$ cat src/rtl/alu_cmd_issuer.sv
// Command-side master for the 8-bit ALU: buffers tagged commands, issues them one at a time,
// screens illegal/div-by-zero commands, times out a silent ALU and returns tagged responses in order.
module alu_cmd_issuer #(
    parameter int unsigned DEPTH   = 4,
    parameter int unsigned TAG_W   = 4,
    parameter int unsigned TIMEOUT = 15
) (
    input  logic             clk,
    input  logic             rst,
    input  logic             cmd_valid_i,
    output logic             cmd_ready_o,
    input  logic [2:0]       cmd_fn_i,
    input  logic [7:0]       cmd_op1_i,
    input  logic [7:0]       cmd_op2_i,
    input  logic [TAG_W-1:0] cmd_tag_i,
    output logic             alu_enable_o,
    output logic [2:0]       alu_fn_o,
    output logic [7:0]       alu_op1_o,
    output logic [7:0]       alu_op2_o,
    input  logic [15:0]      alu_result_i,
    input  logic             alu_valid_i,
    output logic             rsp_valid_o,
    input  logic             rsp_ready_i,
    output logic [15:0]      rsp_data_o,
    output logic [TAG_W-1:0] rsp_tag_o,
    output logic             rsp_err_o,
    output logic             busy_o
);

    localparam int unsigned PTR_W = (DEPTH > 1) ? $clog2(DEPTH) : 1;
    localparam int unsigned CNT_W = PTR_W + 1;
    localparam int unsigned TMO_W = $clog2(TIMEOUT + 1);

    typedef struct packed {
        logic [2:0]       fn;
        logic [7:0]       op1;
        logic [7:0]       op2;
        logic [TAG_W-1:0] tag;
    } cmd_t;

    typedef enum logic [2:0] {
        IDLE  = 3'd0,
        CHECK = 3'd1,
        ISSUE = 3'd2,
        WAIT  = 3'd3,
        RESP  = 3'd4
    } state_t;

    cmd_t              mem_q [DEPTH];
    logic [PTR_W-1:0]  wr_ptr_q, rd_ptr_q;
    logic [CNT_W-1:0]  count_q;
    cmd_t              head_c;
    logic              push_c, pop_c, bad_cmd_c;

    state_t            state_q;
    logic [TMO_W-1:0]  tmo_q, tmo_inc_c;
    logic              alu_enable_q;
    logic [2:0]        alu_fn_q;
    logic [7:0]        alu_op1_q, alu_op2_q;
    logic              rsp_valid_q, rsp_err_q;
    logic [15:0]       rsp_data_q;
    logic [TAG_W-1:0]  rsp_tag_q;

    assign cmd_ready_o = (count_q != CNT_W'(DEPTH));
    assign push_c      = cmd_valid_i && cmd_ready_o;
    assign pop_c       = rsp_valid_q && rsp_ready_i;
    assign head_c      = mem_q[rd_ptr_q];
    assign bad_cmd_c   = (head_c.fn > 3'd5) || ((head_c.fn == 3'd3) && (head_c.op2 == 8'd0));
    assign tmo_inc_c   = tmo_q + TMO_W'(1);

    // Command storage; the head is only released once its response is accepted
    always_ff @(posedge clk) begin
        if (push_c) begin
            mem_q[wr_ptr_q] <= '{fn: cmd_fn_i, op1: cmd_op1_i, op2: cmd_op2_i, tag: cmd_tag_i};
        end
    end

    always_ff @(posedge clk) begin
        if (rst) begin
            wr_ptr_q <= '0;
            rd_ptr_q <= '0;
            count_q  <= '0;
        end else begin
            if (push_c) wr_ptr_q <= wr_ptr_q + PTR_W'(1);
            if (pop_c)  rd_ptr_q <= rd_ptr_q + PTR_W'(1);
            case ({push_c, pop_c})
                2'b10:   count_q <= count_q + CNT_W'(1);
                2'b01:   count_q <= count_q - CNT_W'(1);
                default: count_q <= count_q;
            endcase
        end
    end

    // Issue FSM; alu_enable is raised on entry to ISSUE so the pulse spans exactly that state
    always_ff @(posedge clk) begin
        if (rst) begin
            state_q      <= IDLE;
            tmo_q        <= '0;
            alu_enable_q <= 1'b0;
            alu_fn_q     <= '0;
            alu_op1_q    <= '0;
            alu_op2_q    <= '0;
            rsp_valid_q  <= 1'b0;
            rsp_data_q   <= '0;
            rsp_tag_q    <= '0;
            rsp_err_q    <= 1'b0;
        end else begin
            alu_enable_q <= 1'b0;
            case (state_q)
                IDLE: begin
                    if (count_q != '0) state_q <= CHECK;
                end
                CHECK: begin
                    if (bad_cmd_c) begin
                        rsp_valid_q <= 1'b1;
                        rsp_err_q   <= 1'b1;
                        rsp_data_q  <= '0;
                        rsp_tag_q   <= head_c.tag;
                        state_q     <= RESP;
                    end else begin
                        alu_enable_q <= 1'b1;
                        alu_fn_q     <= head_c.fn;
                        alu_op1_q    <= head_c.op1;
                        alu_op2_q    <= head_c.op2;
                        state_q      <= ISSUE;
                    end
                end
                ISSUE: begin
                    tmo_q   <= '0;
                    state_q <= WAIT;
                end
                WAIT: begin
                    if (alu_valid_i) begin
                        rsp_valid_q <= 1'b1;
                        rsp_err_q   <= 1'b0;
                        rsp_data_q  <= alu_result_i;
                        rsp_tag_q   <= head_c.tag;
                        state_q     <= RESP;
                    end else begin
                        tmo_q <= tmo_inc_c;
                        if (tmo_inc_c == TMO_W'(TIMEOUT)) begin
                            rsp_valid_q <= 1'b1;
                            rsp_err_q   <= 1'b1;
                            rsp_data_q  <= '0;
                            rsp_tag_q   <= head_c.tag;
                            state_q     <= RESP;
                        end
                    end
                end
                RESP: begin
                    if (rsp_ready_i) begin
                        rsp_valid_q <= 1'b0;
                        state_q     <= IDLE;
                    end
                end
                default: state_q <= IDLE;
            endcase
        end
    end

    assign alu_enable_o = alu_enable_q;
    assign alu_fn_o     = alu_fn_q;
    assign alu_op1_o    = alu_op1_q;
    assign alu_op2_o    = alu_op2_q;
    assign rsp_valid_o  = rsp_valid_q;
    assign rsp_data_o   = rsp_data_q;
    assign rsp_tag_o    = rsp_tag_q;
    assign rsp_err_o    = rsp_err_q;
    assign busy_o       = (state_q != IDLE) || (count_q != '0);

endmodule

$ cat config.mk
export PLATFORM = sky130hd
export DESIGN_NAME = alu_cmd_issuer
export DESIGN_NICKNAME = d
export VERILOG_FILES = /design/src/rtl/alu_cmd_issuer.sv
export SDC_FILE = /design/constraint.sdc
export NUM_CORES = 1
export LEC_CHECK = 0
export CAP_MARGIN = 20
export CORE_MARGIN = 2
export CORE_UTILIZATION = 55
export CTS_CLUSTER_SIZE = 28
export DETAILED_ROUTE_END_ITERATION = 10
export GPL_ROUTABILITY_DRIVEN = 0
export GPL_TIMING_DRIVEN = 0
export PLACE_DENSITY_LB_ADDON = 0.25
export SLEW_MARGIN = 25
export SYNTH_ARGS = -nofsm -noshare
export SYNTH_HDL_FRONTEND = slang
export SYNTH_SLANG_ARGS = --single-unit
$ cat constraint.sdc
create_clock -name clk -period 4.5 [get_ports clk]
set_input_delay 0.9 -clock clk [delete_from_list [all_inputs] [get_ports clk]]
set_output_delay 0.9 -clock clk [all_outputs]
set_load 0.05 [all_outputs]
==> results of run 1 <==
flip-flops by register name, indices dropped and copies added, names as in the netlist, named ones only:
register      cells
alu_enable_o      1
alu_fn_o          3
alu_op1_o         8
alu_op2_o         8
count_q           3
mem_q            92
rd_ptr_q          2
rsp_data_o       16
rsp_err_o         1
rsp_tag_o         4
rsp_valid_o       1
state_q           3
tmo_q             4
wr_ptr_q          2
kinds of logic (layout without fill, tap and decap cells):
group | Yosys count | count (layout)
xor+xnor | 5 | 5
fa+ha+maj | 8 | 8
compound gates | 46 | 46
mux | 46 | 46
flops | 150 | 150
buf+inv | 28 | 147
simple gates | 78 | 78
Yosys cell counts, types with 3 or more instances:
| cell | instances |
|---|---|
| ha_1 | 7 |
| clkbuf_1 | 9 |
| and3_1 | 4 |
| mux2i_1 | 23 |
| a22o_1 | 16 |
| inv_1 | 12 |
| nand3_1 | 4 |
| xor2_1 | 3 |
| a21oi_1 | 14 |
| nand2_1 | 10 |
| edfxtp_1 | 92 |
| mux4_2 | 23 |
| nor3_1 | 3 |
| dfxtp_1 | 58 |
| buf_6 | 4 |
| nor2_1 | 37 |
| o21ai_0 | 4 |
| nand2b_1 | 10 |
worst min path at each step:
| stage | start | end |
|---|---|---|
| after floorplan | wr_ptr_q[1]$_SDFFE_PP0P_ | wr_ptr_q[1]$_SDFFE_PP0P_ |
| after global placement | rsp_data_o[2]$_SDFFE_PP0P_ | rsp_data_o[2]$_SDFFE_PP0P_ |
| after detailed placement | rsp_data_o[1]$_SDFFE_PP0P_ | rsp_data_o[1]$_SDFFE_PP0P_ |
| after CTS | rsp_data_o[1]$_SDFFE_PP0P_ | rsp_data_o[1]$_SDFFE_PP0P_ |
| after global routing | rsp_tag_o[3]$_SDFFE_PP0P_ | rsp_tag_o[3]$_SDFFE_PP0P_ |
| final | rsp_data_o[15]$_SDFFE_PP0P_ | rsp_data_o[15]$_SDFFE_PP0P_ |
report_power, final:
part | switching [mW] | internal, mW
combinational | 0.477 | 0.306
clock | 0.528 | 0.891
sequential | 0.0577 | 1.58
total | 1.06 | 2.77
placed cells by master, fill, tap and decap left out, types with 2 or more instances in the layout:
master	netlist	final
nand2_1	10	10
nand2b_1	10	10
nor3_1	3	3
mux2i_1	23	23
and3_2	0	4
xor2_1	3	3
and2_1	2	2
nand3_1	4	4
nor2_1	37	37
clkinv_2	0	2
inv_1	12	12
clkinvlp_4	0	3
or4_1	2	2
o21ai_0	4	4
a22o_1	16	16
xnor2_1	2	2
mux4_2	23	23
clkdlybuf4s50_1	0	87
a21oi_1	14	14
a2bb2oi_1	2	2
clkbuf_1	9	9
buf_1	2	2
clkinv_4	0	2
edfxtp_1	92	92
ha_1	7	7
dfxtp_1	58	58
bufinv_16	0	4
clkinv_1	0	3
clkbuf_16	0	16
buf_6	4	4
layer usage:
layer	global-route usage, %	part of all wire [%]	up-vias
met3	5.999	6.0	18
met4	8.083	1.4	0
li1	-	-	1570
met2	37.33	51	129
met1	26.86	42	1707
met5	0	0	-
cell type report:
cell class                      instances  area share (%)
Sequential cell                       150           53.55
Multi-Input combinational cell        183           22.15
Inverter                               12          0.6148
Tap cell                              136           2.322
Timing Repair Buffer                   87           11.89
Buffer                                 16           1.281
Clock buffer                           17           5.652
Clock inverter                         15           2.544
through the flow:
stage / instances / util, % / cell area, um^2 / power, mW / hold slack (ns)
finish: 616 / 71.94 / 7327 / 3.836 / 0.4727
global route: 616 / 71.94 / 7327 / 3.963 / 0.4920
CTS: 616 / 71.94 / 7327 / 3.857 / 0.4756
detailed placement: 584 / 66.04 / 6726 / 2.436 / 0.4571
global placement: 584 / 66.00 / 6721 / 2.415 / 0.4570
floorplan: 361 / - / 5680 / 2.180 / 0.4692
==> flow_summary.json, run 1 <==
{
  "outcome": "complete, no violations",
  "yosys.area_share.simple_pct": 6.586,
  "setup_tns_ns": 0,
  "slew-limit-headroom_pct": 36.35,
  "critPathBufInv": 2,
  "irDropWorstVdd_mv": 0.3058,
  "yosysSeqAreaShare_pct": 69.07,
  "pwr_density_cell_nw_per_um2": 523.5,
  "io_buffer_count": 87,
  "area_growth_pct": 28.99,
  "clockBufferDepth": 2,
  "syn_avg_cell_area_um2": 15.74,
  "grt_antenna_before_repair": 0,
  "first_global_vias": 3592,
  "crit_end": "alu_op1_o[5]$_SDFFE_PP0P_",
  "crit_fanout": 10,
  "place_hpwl_um": 7211,
  "insertion_delay_ns": 0.52,
  "cts_root_buf": "clkbuf_8",
  "nNetsFinal": 519,
  "synthMuxAreaShare_pct": 13.17,
  "initial_core_util_pct": 55.77,
  "ff2ff_path_depth": 8,
  "dieArea_um2": 11160,
  "reg2reg_to": "alu_op1_o[5]$_SDFFE_PP0P_",
  "cts_num_sinks": 150,
  "grt_max_degree": 24,
  "rsz0062_at_grt": "no",
  "io-pin-count": 88,
  "ys.flop_type": "edfxtp_1",
  "p_leak_nw": 2.493,
  "critPathSlowestCell": "clkbuf_1",
  "drtPass1Iterations": 4,
  "postLayoutSetupSlackWorst_ns": 1.372,
  "grt_first_pass_wirelength_um": 18100,
  "finalHoldViolCount": 0,
  "ctsHoldBuffers": 0,
  "worst_slew_pin_slew_ns": 0.9548,
  "hp-class": "flop to flop",
  "cp_top_family": "simple AND/OR/NAND/NOR gates",
  "die_w_um": 105.6,
  "arrival_ns": 3.50,
  "cts_resized": 0,
  "drtAntennaViolNets": 0,
  "synth_top_family_by_area": "multiplexers",
  "diodes": 0,
  "htreeDepth": 4,
  "cts_tree": "yes",
  "synthXorXnorAreaFrac_pct": 0.7709,
  "core_area_um2": 10180,
  "finalClockSkew_ns": 0.007052,
  "grt_overflow": 0,
  "via_count": 3424,
  "fill_cells": 681,
  "path_cells": "clkbuf_1, mux4_2, or4_1, o31ai_4, nor3_2, buf_6, mux2i_1, nor2_1",
  "gr-usage-all-layers_pct": 21.91,
  "maxCapViolations": 0,
  "finalCriticalPeriod_ns": 3.128,
  "multiInputGateArea_um2": 1623,
  "ff2ff_setup_slack_ns": 1.37,
  "synth_compound_area_share_pct": 6.057,
  "post-place-ws_ns": 1.352,
  "netlist-cell-type-count": 41,
  "numCtsBuffers": 17,
  "path_depth": 8,
  "synthTopCellsByArea": "edfxtp_1 49%, dfxtp_1 20%, mux4_2 9.1%",
  "setup_violations": 0,
  "fin_crit_sh_pct": 69.52,
  "synth.largest_area_cell": "edfxtp_1",
  "synth.net_count": 413,
  "clk_pin_slew_ns": 0.06,
  "clock.fmax_mhz": 319.7,
  "post-synth-top-area-fraction_pct": 48.63,
  "syn-cell-area_um2": 5680,
  "crit_path_start_kind": "flop",
  "end_kind": "flop",
  "hold_depth": 1,
  "drive_gt1_share_pct": 13.54,
  "synthAdderAreaFrac_pct": 1.894,
  "ys_ff_latch": 150,
  "wl_per_cell_um": 18.85,
  "postCtsSetupBuffers": 0,
  "synth_edf_count": 92,
  "async_reset_ff_share_pct": 0,
  "synthCells": 361,
  "cp.required_ns": 4.88,
  "crit_type": "flop to flop",
  "drt-total-wl_um": 11610,
  "routed_via_density": 5.558,
  "slew_violations": 0,
  "die_h_um": 105.6,
  "rows": 37,
  "worst_path_largest_cell_delay_ns": 0.55,
  "yosysWarningCount": 0,
  "area.sequential_um2": 3924,
  "drc_errors": 0,
  "drt-initial-drc-count": 205
}
No activity file was read; power rests on OpenSTA's default activity.
==> run 2, diff against run 1 <==
Settings changed: CORE_UTILIZATION 55 to 53.
Clock period 4.5 ns to 3.1 ns, I/O delays scaled along.
==> run 2 against run 1 <==
- utilization decreased by 1.6 points
- routed wire length decreased by 4.0%
- sequential share of layout area increased by 0.27 points
- count of clock-buffer cells in the layout increased by 2
- clock skew about the same
- fmax increased by 9.0%
- combinational power increased by 44%
- first-iteration DRC count increased by 9.8%
- non-clock buffer count unchanged
- sequential cell count unchanged
- global-route usage decreased by 1.5 points
==> flow_summary.json, run 2 (synthesis results as in run 1) <==
{
  "fin_crit_sh_pct": 92.61,
  "mostFrequentLayoutCell": "edfxtp_1",
  "crit_path_start_kind": "flop",
  "setup_violations": 0,
  "postLayoutSetupSlackWorst_ns": 0.2290,
  "first_global_vias": 3488,
  "wl_per_cell_um": 18.09,
  "grt_overflow": 0,
  "post-place-ws_ns": 0.04222,
  "clock.fmax_mhz": 348.3,
  "htreeDepth": 4,
  "core_area_um2": 10370,
  "slew-limit-headroom_pct": 40.08,
  "rows": 37,
  "largest_register_ffs": 92,
  "insertion_delay_ns": 0.52,
  "clockBufferDepth": 2,
  "routed_via_density": 5.497,
  "fin_hold_ws_ns": 0.4731,
  "finalCriticalPeriod_ns": 2.871,
  "place_hpwl_um": 7166,
  "grt_max_degree": 24,
  "crit_type": "flop to flop",
  "drtAntennaViolNets": 0,
  "top_register": "mem_q",
  "rsz0062_at_grt": "no",
  "io_buffer_count": 87,
  "cp.required_ns": 3.48,
  "dpl-instance-area_um2": 6726,
  "p_leak_nw": 2.491,
  "cts_tree": "yes",
  "clk_pin_slew_ns": 0.06,
  "outcome": "complete, no violations",
  "drc_errors": 0,
  "finalHoldViolCount": 0,
  "ff2ff_path_depth": 8,
  "drt-total-wl_um": 11150,
  "irDropWorstVdd_mv": 0.4296,
  "io-pin-count": 88,
  "finalClockSkew_ns": 0.007000,
  "ff2ff_setup_slack_ns": 0.23,
  "grt_antenna_before_repair": 0,
  "cts_root_buf": "clkbuf_8",
  "ctsHoldBuffers": 0,
  "crit_end": "alu_op2_o[3]$_SDFFE_PP0P_",
  "die_w_um": 107.5,
  "via_count": 3386,
  "nNetsFinal": 519,
  "diodes": 0,
  "area_growth_pct": 28.35,
  "drive_gt1_share_pct": 14.17,
  "numCtsBuffers": 17,
  "slew_violations": 0,
  "dieArea_um2": 11560,
  "design_area_um2": 7291,
  "setup_tns_ns": 0,
  "min_from": "rsp_tag_o[1]$_SDFFE_PP0P_",
  "reg2reg_to": "alu_op2_o[3]$_SDFFE_PP0P_",
  "grt_first_pass_wirelength_um": 17490,
  "drtPass1Iterations": 4,
  "hp-class": "flop to flop",
  "cts_num_sinks": 150,
  "layout_common_cells": "92 x edfxtp_1, 87 x clkdlybuf4s50_1, 58 x dfxtp_1",
  "crit_fanout": 10,
  "maxCapViolations": 0,
  "worst_slew_pin_slew_ns": 0.8988,
  "drt-initial-drc-count": 225,
  "gr-usage-all-layers_pct": 20.37,
  "end_kind": "flop",
  "pwr_density_cell_nw_per_um2": 744.8,
  "initial_core_util_pct": 54.78,
  "die_h_um": 107.5,
  "arrival_ns": 3.25
}
## run 2: per-stage QoR
step,util (%),instances,power [mW]
floorplan,-,361,3.165
global placement,64.82,584,3.505
detailed placement,64.86,584,3.536
CTS,70.31,616,5.456
global route,70.31,616,5.627
finish,70.31,616,5.430
## run 2: how the worst min path moves through the flow
stage | endpoint | slack (ns) | cells past startpoint
after floorplan | wr_ptr_q[1]$_SDFFE_PP0P_ | 0.47 | 2
after global placement | rsp_data_o[7]$_SDFFE_PP0P_ | 0.46 | 1
after detailed placement | rsp_data_o[6]$_SDFFE_PP0P_ | 0.46 | 1
after CTS | rsp_tag_o[3]$_SDFFE_PP0P_ | 0.48 | 2
after global routing | rsp_data_o[2]$_SDFFE_PP0P_ | 0.49 | 1
final | rsp_tag_o[1]$_SDFFE_PP0P_ | 0.47 | 2
## run 2: layout make-up
type | count | area, um^2
repair buffers | 87 | 870.8
well taps | 136 | 170.2
clock inverters | 13 | 131.4
inverters | 12 | 45.04
plain buffers | 16 | 95.09
fillers | 714 | 3079
multi-input cells | 183 | 1623
clock buffers | 19 | 431.7
flip-flops and latches | 150 | 3924
## run 2: repair_timing
item                                    CTS  global route
endpoints found under the setup margin    5             0
buffers inserted                          0             0
gates resized for setup                   1             0
## run 2: power by group
group / switching [mW] / internal [mW] / total [mW]
Sequential: 0.0808 / 2.29 / 2.37
Combinational: 0.687 / 0.444 / 1.13
Clock: 0.770 / 1.16 / 1.93
Total: 1.54 / 3.89 / 5.43
## run 2: worst max-delay path, cell delays in order (launching register included)
cell      delay [ns]
dfxtp_1         0.48
clkbuf_2        0.37
mux4_2          0.38
or4_1           0.57
o31ai_4         0.38
nor3_2          0.11
buf_6           0.18
mux2i_1         0.17
nor2_1          0.07
## run 2: metal layers
metal	wire, um	global-route usage, %	up-vias	part of all wire [%]
met5	0	0	-	0
met4	221	8.425	0	2.0
met3	679	5.630	28	6.1
met2	5510	33.83	116	49
met1	4732	25.25	1670	42
li1	-	-	1572	-
